--- src/rtl/rv_pkg.sv ---
// Shared RV32I decode definitions: opcodes, ALU codes, control encodings and the
// control bundle carried from decode to execute.
package rv_pkg;

  localparam logic [6:0] OPC_LOAD   = 7'b0000011;
  localparam logic [6:0] OPC_STORE  = 7'b0100011;
  localparam logic [6:0] OPC_OPIMM  = 7'b0010011;
  localparam logic [6:0] OPC_OP     = 7'b0110011;
  localparam logic [6:0] OPC_LUI    = 7'b0110111;
  localparam logic [6:0] OPC_AUIPC  = 7'b0010111;
  localparam logic [6:0] OPC_JAL    = 7'b1101111;
  localparam logic [6:0] OPC_JALR   = 7'b1100111;
  localparam logic [6:0] OPC_BRANCH = 7'b1100011;

  typedef enum logic [3:0] {
    ALU_ADD   = 4'd0,
    ALU_SUB   = 4'd1,
    ALU_MUL   = 4'd2,
    ALU_AND   = 4'd3,
    ALU_OR    = 4'd4,
    ALU_XOR   = 4'd5,
    ALU_SHL   = 4'd6,
    ALU_SHR   = 4'd7,
    ALU_SLT   = 4'd8,
    ALU_SLTU  = 4'd9,
    ALU_AUIPC = 4'd10,
    ALU_SRA   = 4'd11
  } alu_op_e;

  localparam logic [1:0] MEM_B = 2'b00;
  localparam logic [1:0] MEM_H = 2'b01;
  localparam logic [1:0] MEM_W = 2'b10;

  localparam logic [1:0] WB_ALU = 2'b00;
  localparam logic [1:0] WB_MEM = 2'b01;
  localparam logic [1:0] WB_PC4 = 2'b10;

  localparam logic [1:0] JMP_NONE = 2'b00;
  localparam logic [1:0] JMP_JAL  = 2'b01;
  localparam logic [1:0] JMP_JALR = 2'b10;

  typedef struct packed {
    logic [4:0] rs1;
    logic [4:0] rs2;
    logic [4:0] rd;
    logic [2:0] funct3;
    alu_op_e    alu_op;
    logic       alu_src;
    logic       mem_read;
    logic       mem_write;
    logic [1:0] mem_size;
    logic       reg_write;
    logic [1:0] wb_sel;
    logic [1:0] jump;
    logic       branch;
  } ctrl_t;

  // alt selects SUB/SRA; callers only raise it where the encoding allows it.
  function automatic alu_op_e f3_to_alu(input logic [2:0] f3, input logic alt);
    alu_op_e op;
    case (f3)
      3'b000:  op = alt ? ALU_SUB : ALU_ADD;
      3'b001:  op = ALU_SHL;
      3'b010:  op = ALU_SLT;
      3'b011:  op = ALU_SLTU;
      3'b100:  op = ALU_XOR;
      3'b101:  op = alt ? ALU_SRA : ALU_SHR;
      3'b110:  op = ALU_OR;
      default: op = ALU_AND;
    endcase
    return op;
  endfunction

endpackage

--- src/rtl/rv_decode_comb.sv ---
// Pure combinational RV32I(+MUL) decoder: instruction word to control bundle,
// sign-extended immediate, operand-use flags and illegal-encoding flag.
module rv_decode_comb
  import rv_pkg::*;
#(
  parameter int XLEN  = 32,
  parameter bit HAS_M = 1'b0
) (
  input  logic [31:0]     inst_i,
  output ctrl_t           ctrl_o,
  output logic [XLEN-1:0] imm_o,
  output logic            uses_rs1_o,
  output logic            uses_rs2_o,
  output logic            illegal_o
);

  logic [6:0]         opcode;
  logic [2:0]         funct3;
  logic [6:0]         funct7;
  logic signed [31:0] imm32;
  ctrl_t              ctrl;
  logic               illegal;

  assign opcode = inst_i[6:0];
  assign funct3 = inst_i[14:12];
  assign funct7 = inst_i[31:25];

  always_comb begin
    ctrl        = '0;
    ctrl.rs1    = inst_i[19:15];
    ctrl.rs2    = inst_i[24:20];
    ctrl.rd     = inst_i[11:7];
    ctrl.funct3 = funct3;
    ctrl.alu_op = ALU_ADD;
    uses_rs1_o  = 1'b1;
    uses_rs2_o  = 1'b0;
    imm32       = '0;
    illegal     = 1'b0;
    case (opcode)
      OPC_LOAD: begin
        ctrl.mem_read  = 1'b1;
        ctrl.reg_write = 1'b1;
        ctrl.alu_src   = 1'b1;
        ctrl.wb_sel    = WB_MEM;
        ctrl.mem_size  = funct3[1:0];
        imm32          = {{20{inst_i[31]}}, inst_i[31:20]};
        illegal        = (funct3 == 3'b011) || (funct3[2:1] == 2'b11);
      end
      OPC_STORE: begin
        ctrl.mem_write = 1'b1;
        ctrl.alu_src   = 1'b1;
        ctrl.mem_size  = funct3[1:0];
        uses_rs2_o     = 1'b1;
        imm32          = {{20{inst_i[31]}}, inst_i[31:25], inst_i[11:7]};
        illegal        = funct3 > 3'b010;
      end
      OPC_OPIMM: begin
        ctrl.reg_write = 1'b1;
        ctrl.alu_src   = 1'b1;
        ctrl.alu_op    = f3_to_alu(funct3, (funct3 == 3'b101) && inst_i[30]);
        imm32          = {{20{inst_i[31]}}, inst_i[31:20]};
        if (funct3 == 3'b001) illegal = funct7 != 7'b0000000;
        if (funct3 == 3'b101) illegal = (funct7 != 7'b0000000) && (funct7 != 7'b0100000);
      end
      OPC_OP: begin
        ctrl.reg_write = 1'b1;
        uses_rs2_o     = 1'b1;
        if (funct7 == 7'b0000000) begin
          ctrl.alu_op = f3_to_alu(funct3, 1'b0);
        end else if (funct7 == 7'b0100000) begin
          ctrl.alu_op = f3_to_alu(funct3, 1'b1);
          illegal     = (funct3 != 3'b000) && (funct3 != 3'b101);
        end else if (funct7 == 7'b0000001) begin
          ctrl.alu_op = ALU_MUL;
          illegal     = !HAS_M || (funct3 != 3'b000);
        end else begin
          illegal = 1'b1;
        end
      end
      OPC_LUI: begin
        ctrl.rs1       = 5'd0;
        ctrl.reg_write = 1'b1;
        ctrl.alu_src   = 1'b1;
        uses_rs1_o     = 1'b0;
        imm32          = {inst_i[31:12], 12'b0};
      end
      OPC_AUIPC: begin
        ctrl.alu_op    = ALU_AUIPC;
        ctrl.reg_write = 1'b1;
        ctrl.alu_src   = 1'b1;
        uses_rs1_o     = 1'b0;
        imm32          = {inst_i[31:12], 12'b0};
      end
      OPC_JAL: begin
        ctrl.jump      = JMP_JAL;
        ctrl.reg_write = 1'b1;
        ctrl.wb_sel    = WB_PC4;
        uses_rs1_o     = 1'b0;
        imm32          = {{11{inst_i[31]}}, inst_i[31], inst_i[19:12], inst_i[20],
                          inst_i[30:21], 1'b0};
      end
      OPC_JALR: begin
        ctrl.jump      = JMP_JALR;
        ctrl.reg_write = 1'b1;
        ctrl.wb_sel    = WB_PC4;
        ctrl.alu_src   = 1'b1;
        imm32          = {{20{inst_i[31]}}, inst_i[31:20]};
      end
      OPC_BRANCH: begin
        ctrl.branch = 1'b1;
        ctrl.alu_op = ALU_SUB;
        uses_rs2_o  = 1'b1;
        imm32       = {{19{inst_i[31]}}, inst_i[31], inst_i[7], inst_i[30:25],
                       inst_i[11:8], 1'b0};
        illegal     = funct3[2:1] == 2'b01;
      end
      default: illegal = 1'b1;
    endcase
    // Illegal encodings still flow downstream but must have no architectural effect.
    if (illegal) begin
      ctrl.reg_write = 1'b0;
      ctrl.mem_read  = 1'b0;
      ctrl.mem_write = 1'b0;
      ctrl.branch    = 1'b0;
      ctrl.jump      = JMP_NONE;
    end
  end

  assign ctrl_o    = ctrl;
  assign illegal_o = illegal;
  assign imm_o     = XLEN'(imm32);

endmodule

--- src/rtl/rv_decode_stage.sv ---
// Registered decode stage between fetch and execute: valid/ready handshake,
// load-use hazard stall, flush, and a saturating stall-cycle counter.
module rv_decode_stage
  import rv_pkg::*;
#(
  parameter int XLEN  = 32,
  parameter bit HAS_M = 1'b0,
  parameter int CNT_W = 16
) (
  input  logic             clk,
  input  logic             reset,
  input  logic             in_valid,
  output logic             in_ready,
  input  logic [31:0]      in_inst,
  input  logic [XLEN-1:0]  in_pc,
  input  logic             flush,
  input  logic             ex_load_valid,
  input  logic [4:0]       ex_rd,
  output logic             out_valid,
  input  logic             out_ready,
  output logic [XLEN-1:0]  out_pc,
  output logic [4:0]       out_rs1,
  output logic [4:0]       out_rs2,
  output logic [4:0]       out_rd,
  output logic [XLEN-1:0]  out_imm,
  output logic [2:0]       out_funct3,
  output logic [3:0]       out_alu_op,
  output logic             out_alu_src,
  output logic             out_mem_read,
  output logic             out_mem_write,
  output logic [1:0]       out_mem_size,
  output logic             out_reg_write,
  output logic [1:0]       out_wb_sel,
  output logic [1:0]       out_jump,
  output logic             out_branch,
  output logic             out_illegal,
  output logic [CNT_W-1:0] stall_cycles
);

  ctrl_t            dec_ctrl;
  logic [XLEN-1:0]  dec_imm;
  logic             dec_uses_rs1, dec_uses_rs2, dec_illegal;

  ctrl_t            ctrl_q;
  logic [XLEN-1:0]  pc_q, imm_q;
  logic             illegal_q;
  logic             valid_q, valid_d;
  logic [CNT_W-1:0] cnt_q, cnt_d;
  logic             hazard, capture;

  rv_decode_comb #(.XLEN(XLEN), .HAS_M(HAS_M)) u_dec (
    .inst_i     (in_inst),
    .ctrl_o     (dec_ctrl),
    .imm_o      (dec_imm),
    .uses_rs1_o (dec_uses_rs1),
    .uses_rs2_o (dec_uses_rs2),
    .illegal_o  (dec_illegal)
  );

  assign hazard = in_valid && ex_load_valid && (ex_rd != 5'd0) &&
                  ((dec_uses_rs1 && (dec_ctrl.rs1 == ex_rd)) ||
                   (dec_uses_rs2 && (dec_ctrl.rs2 == ex_rd)));

  assign in_ready = !reset && (!valid_q || out_ready) && !hazard && !flush;
  assign capture  = in_valid && in_ready;

  always_comb begin
    valid_d = valid_q;
    if (flush)          valid_d = 1'b0;
    else if (capture)   valid_d = 1'b1;
    else if (out_ready) valid_d = 1'b0;
  end

  // A flushed instruction is killed rather than stalled, so it is not counted.
  always_comb begin
    cnt_d = cnt_q;
    if (hazard && !flush && (cnt_q != '1)) cnt_d = cnt_q + CNT_W'(1);
  end

  // ---- decode -> execute pipeline register ----
  always_ff @(posedge clk) begin
    if (reset) begin
      ctrl_q    <= '0;
      pc_q      <= '0;
      imm_q     <= '0;
      illegal_q <= 1'b0;
      valid_q   <= 1'b0;
      cnt_q     <= '0;
    end else begin
      valid_q <= valid_d;
      cnt_q   <= cnt_d;
      if (capture) begin
        ctrl_q    <= dec_ctrl;
        pc_q      <= in_pc;
        imm_q     <= dec_imm;
        illegal_q <= dec_illegal;
      end
    end
  end

  assign out_valid     = valid_q;
  assign out_pc        = pc_q;
  assign out_rs1       = ctrl_q.rs1;
  assign out_rs2       = ctrl_q.rs2;
  assign out_rd        = ctrl_q.rd;
  assign out_imm       = imm_q;
  assign out_funct3    = ctrl_q.funct3;
  assign out_alu_op    = ctrl_q.alu_op;
  assign out_alu_src   = ctrl_q.alu_src;
  assign out_mem_read  = ctrl_q.mem_read;
  assign out_mem_write = ctrl_q.mem_write;
  assign out_mem_size  = ctrl_q.mem_size;
  assign out_reg_write = ctrl_q.reg_write;
  assign out_wb_sel    = ctrl_q.wb_sel;
  assign out_jump      = ctrl_q.jump;
  assign out_branch    = ctrl_q.branch;
  assign out_illegal   = illegal_q;
  assign stall_cycles  = cnt_q;

endmodule

--- config.mk ---
export PLATFORM = sky130hd
export DESIGN_NAME = rv_decode_stage
export DESIGN_NICKNAME = d
export VERILOG_FILES = /design/src/rtl/rv_pkg.sv /design/src/rtl/rv_decode_comb.sv /design/src/rtl/rv_decode_stage.sv
export SDC_FILE = /design/constraint.sdc
export NUM_CORES = 1
export LEC_CHECK = 0
export BUFFER_PORTS_ARGS = -buffer_cell sky130_fd_sc_hd__buf_2
export CORE_MARGIN = 1.5
export CORE_UTILIZATION = 45
export CTS_CLUSTER_DIAMETER = 40
export DETAILED_ROUTE_END_ITERATION = 6
export PLACE_DENSITY = 0.81
export SLEW_MARGIN = 20
export SYNTH_ARGS = -nofsm -noshare
export SYNTH_HDL_FRONTEND = slang
export SYNTH_SLANG_ARGS = --single-unit
--- constraint.sdc ---
create_clock -name clk -period 2.7 [get_ports clk]
set_input_delay 0 -clock clk [delete_from_list [all_inputs] [get_ports clk]]
set_output_delay 0 -clock clk [all_outputs]
set_load 0.01 [all_outputs]
==> run_results.csv <==
group,metric,value,unit
sta,fin_crit_sh,97.26,%
routing,firstDrtPassIters,5,
setup_path,crit_arrival,2.91,ns
place,dp_hpwl,10270,um
setup_path,timing.setup.critical_path_class,"in -> reg",
floorplan,initial_core_util,46.66,%
clock_network,clk_path_buf_depth,2,
setup_path,r2r_cells,6,
synth,synth_top_area_share,44.92,%
synth,yosysTopAreaCell,"dfxtp_1",
synth,synth-warning-count,0,
clock_network,numCtsBuffers,17,
cells_and_area,antenna_cells,0,
clock_network,clock_latency,0.40,ns
sta,max_freq,0.3808,GHz
sta,maxSlewViolCount,0,
setup_path,reg2reg_from,"out_valid$_SDFFE_PP0P_",
setup_path,end_kind,"flip-flop",
synth,synthAdderAreaFrac,0.2441,%
synth,synth.cell_area,0.005125,sq mm
synth,yosys.area_share.simple,26.93,%
floorplan,die_y,109.7,um
clock_network,cts.htree.levels,4,
power,leakage,3.118,nW
routing,detail-route-antenna-nets,0,
clock_network,cts_sinks,115,
min_path,min_from,"in_inst[1]",
sta,hold_viol_final,0,
synth,synthArstFlopShare,0,%
cells_and_area,nets,945,
global_routing,grt_max_degree,68,
synth,synth-xor-area-share,1.709,%
routing,drtIter0Drc,459,
sta,rsz0062_at_grt,"no",
status,status,"completed",
cells_and_area,design_area,0.007360,sq mm
clock_network,cts_root_buffer,"clkbuf_16",
global_routing,grt_pass1_wl,24720,um
routing,avgRoutedWirePerCell,15.69,um
place,dpl-instance-area,0.006126,sq mm
global_routing,grt_pass1_vias,5091,
cells_and_area,utilization,67.01,%
synth,synth_nets,714,
floorplan,core,0.01098,sq mm
sta,hold_ws,0.04581,ns
synth,synth_top_family_by_area,"simple AND/OR/NAND/NOR gates",
routing,routed-via-count,5573,
global_routing,grt_use_total,26.45,%
global_routing,grt.overflow.total,0,
synth,synth-edff-count,0,
setup_path,cp.required,2.98,ns
run,cap_violations,0,
synth,synth_area_per_cell,8.033,sq um
clock_network,cts_tree,"done",
synth,ys.flop_type,"dfxtp_1",
global_routing,antenna_found_initial,0,
sta,tightest_slew,0.7417,ns
cells_and_area,areaGrowthSynthToFinish,43.60,%
routing,drc,0,
routing,routed_wl,16030,um
sta,slew_headroom,50.14,%
synth,synthMuxAreaShare,1.074,%
floorplan,dieWidth,109.7,um
setup_path,r2r_slack,0.61,ns
synth,synthesis.instances,638,
synth,synth-compound-area-share,19.65,%
power,pwr_density_cell,629.3,mW/mm^2
place,port_buffers,190,
min_path,holdCritPathClass,"in -> reg",
setup_path,cp-start-kind,"input port",
floorplan,pin_count,191,
sta,final.min_clock_period,2.626,ns
synth,ys_top_cells_by_area,"dfxtp_1 (45%), nand2_1 (9.6%), a21oi_1 (7.5%), a211oi_1 (3.5%), nor2_1 (3.4%)",
floorplan,fp.dieArea,0.01204,sq mm
synth,synth-seq-cells,115,
floorplan,rows,38,
sta,setup_viol,0,
min_path,min_to,"out_imm[0]$_SDFFE_PP0P_",
global_routing,grt_use_met3,7.350,%
sta,fin_skew,0.006687,ns
place,place_congestion,0.9588,
sta,tns,0,ns
synth,ys_types,67,
setup_path,critPathMaxFanout,19,
global_routing,grtUsageMet1,32.05,%
routing,vias_per_cell,5.453,
setup_path,timing.rr.end,"out_valid$_SDFFE_PP0P_",
global_routing,grt-busiest-layer,"met2",
cells_and_area,mostFrequentLayoutCell,"buf_2",
min_path,hold_depth,4,
synth,synth_seq_area_share,44.92,%
power,ir_worst_vdd,621.6,uV
cells_and_area,final_cell_mix,"buf_2 (189), nand2_1 (131), dfxtp_1 (115)",
clock_network,clk_pin_slew_worst_paths,0.05,ns
cells_and_area,layout-drive-gt1-share,28.12,%
global_routing,grtUsageMet2,44.41,%
[metrics by stage]
step	total power [mW]	instances	worst slack (ns)
after floorplan	2.025	638	0.8221
after global placement	2.191	931	0.2778
after detailed placement	2.194	931	0.2133
after CTS	4.660	1022	0.1152
after global routing	4.799	1022	0.01805
final	4.632	1022	0.07402
[cells in the mapped netlist (4+ instances only)]
library cell,count
nand2_1,131
nor4_1,4
a21oi_1,77
and3_1,4
or4_1,6
buf_4,7
nor2b_1,5
a211oi_1,24
nor3_1,35
or3_1,5
buf_2,17
clkbuf_1,21
inv_1,7
nand4_1,5
nand3_1,31
xnor2_1,9
o21a_1,4
a221oi_1,4
o21ai_0,16
nor2_1,47
o31ai_1,5
dfxtp_1,115
[state kept, by name, summed over array words and instances (netlist names), 3 cells and up]
register and flops:
out_alu_op 4, out_funct3 3, out_imm 32, out_pc 32, out_rd 5, out_rs1 5
out_rs2 5, stall_cycles 16
[per-layer routing]
| layer | wire (um) | vias to the layer above | part of all wire (%) |
|---|---|---|---|
| met5 | 0 | - | 0 |
| met4 | 374 | 0 | 2.3 |
| met3 | 1015 | 36 | 6.3 |
| met2 | 7944 | 220 | 50 |
| met1 | 6699 | 2592 | 42 |
| li1 | - | 2725 | - |
[worst max-delay path, cell delays in order]
cell,delay [ns]
dlygate4sd3_1,0.54
buf_2,0.16
xnor2_1,0.20
nand3_1,0.16
nor4_2,0.45
a211o_2,0.47
buf_4,0.27
a21boi_1,0.09
dlygate4sd3_1,0.56
[logic make-up after synthesis]
kind of cell	count (synthesis)
flip-flops	115
buffers and inverters	56
AO/OA/AOI/OAI	156
multiplexers	5
adder cells (fa/ha/maj)	1
AND/OR/NAND/NOR	295
XOR/XNOR	10
[final cells by class]
cell class / count / area, sq um
fillers: 870 / 3623
repair buffers: 260 / 1652
inverters: 8 / 30.03
clock buffers: 23 / 488.0
well taps: 140 / 175.2
clock inverters: 9 / 150.1
multi-input cells: 467 / 2562
flip-flops and latches: 115 / 2302
[where the power goes]
group | internal [mW] | total, mW | switching [mW]
clock | 1.64 | 2.39 | 0.755
combinational | 0.206 | 0.470 | 0.263
sequential | 1.75 | 1.77 | 0.0226
[how the worst max path moves through the flow]
| stage | startpoint | to | cells past startpoint |
|---|---|---|---|
| after floorplan | in_inst[2] | stall_cycles[2]$_SDFFE_PP0P_ | 8 |
| after global routing | in_inst[19] | out_valid$_SDFFE_PP0P_ | 9 |
| after global placement | in_inst[2] | stall_cycles[4]$_SDFFE_PP0P_ | 8 |
| final | in_inst[19] | out_valid$_SDFFE_PP0P_ | 9 |
| after CTS | in_inst[23] | out_valid$_SDFFE_PP0P_ | 9 |
| after detailed placement | in_inst[2] | stall_cycles[3]$_SDFFE_PP0P_ | 8 |
[timing repair]
action,CTS,global route
hold buffers,59,0
gates resized for setup,0,1
setup endpoints to repair,0,3
hold endpoints to repair,73,0
setup buffers,0,0
Note: power is estimated with default switching activity, not from simulation.
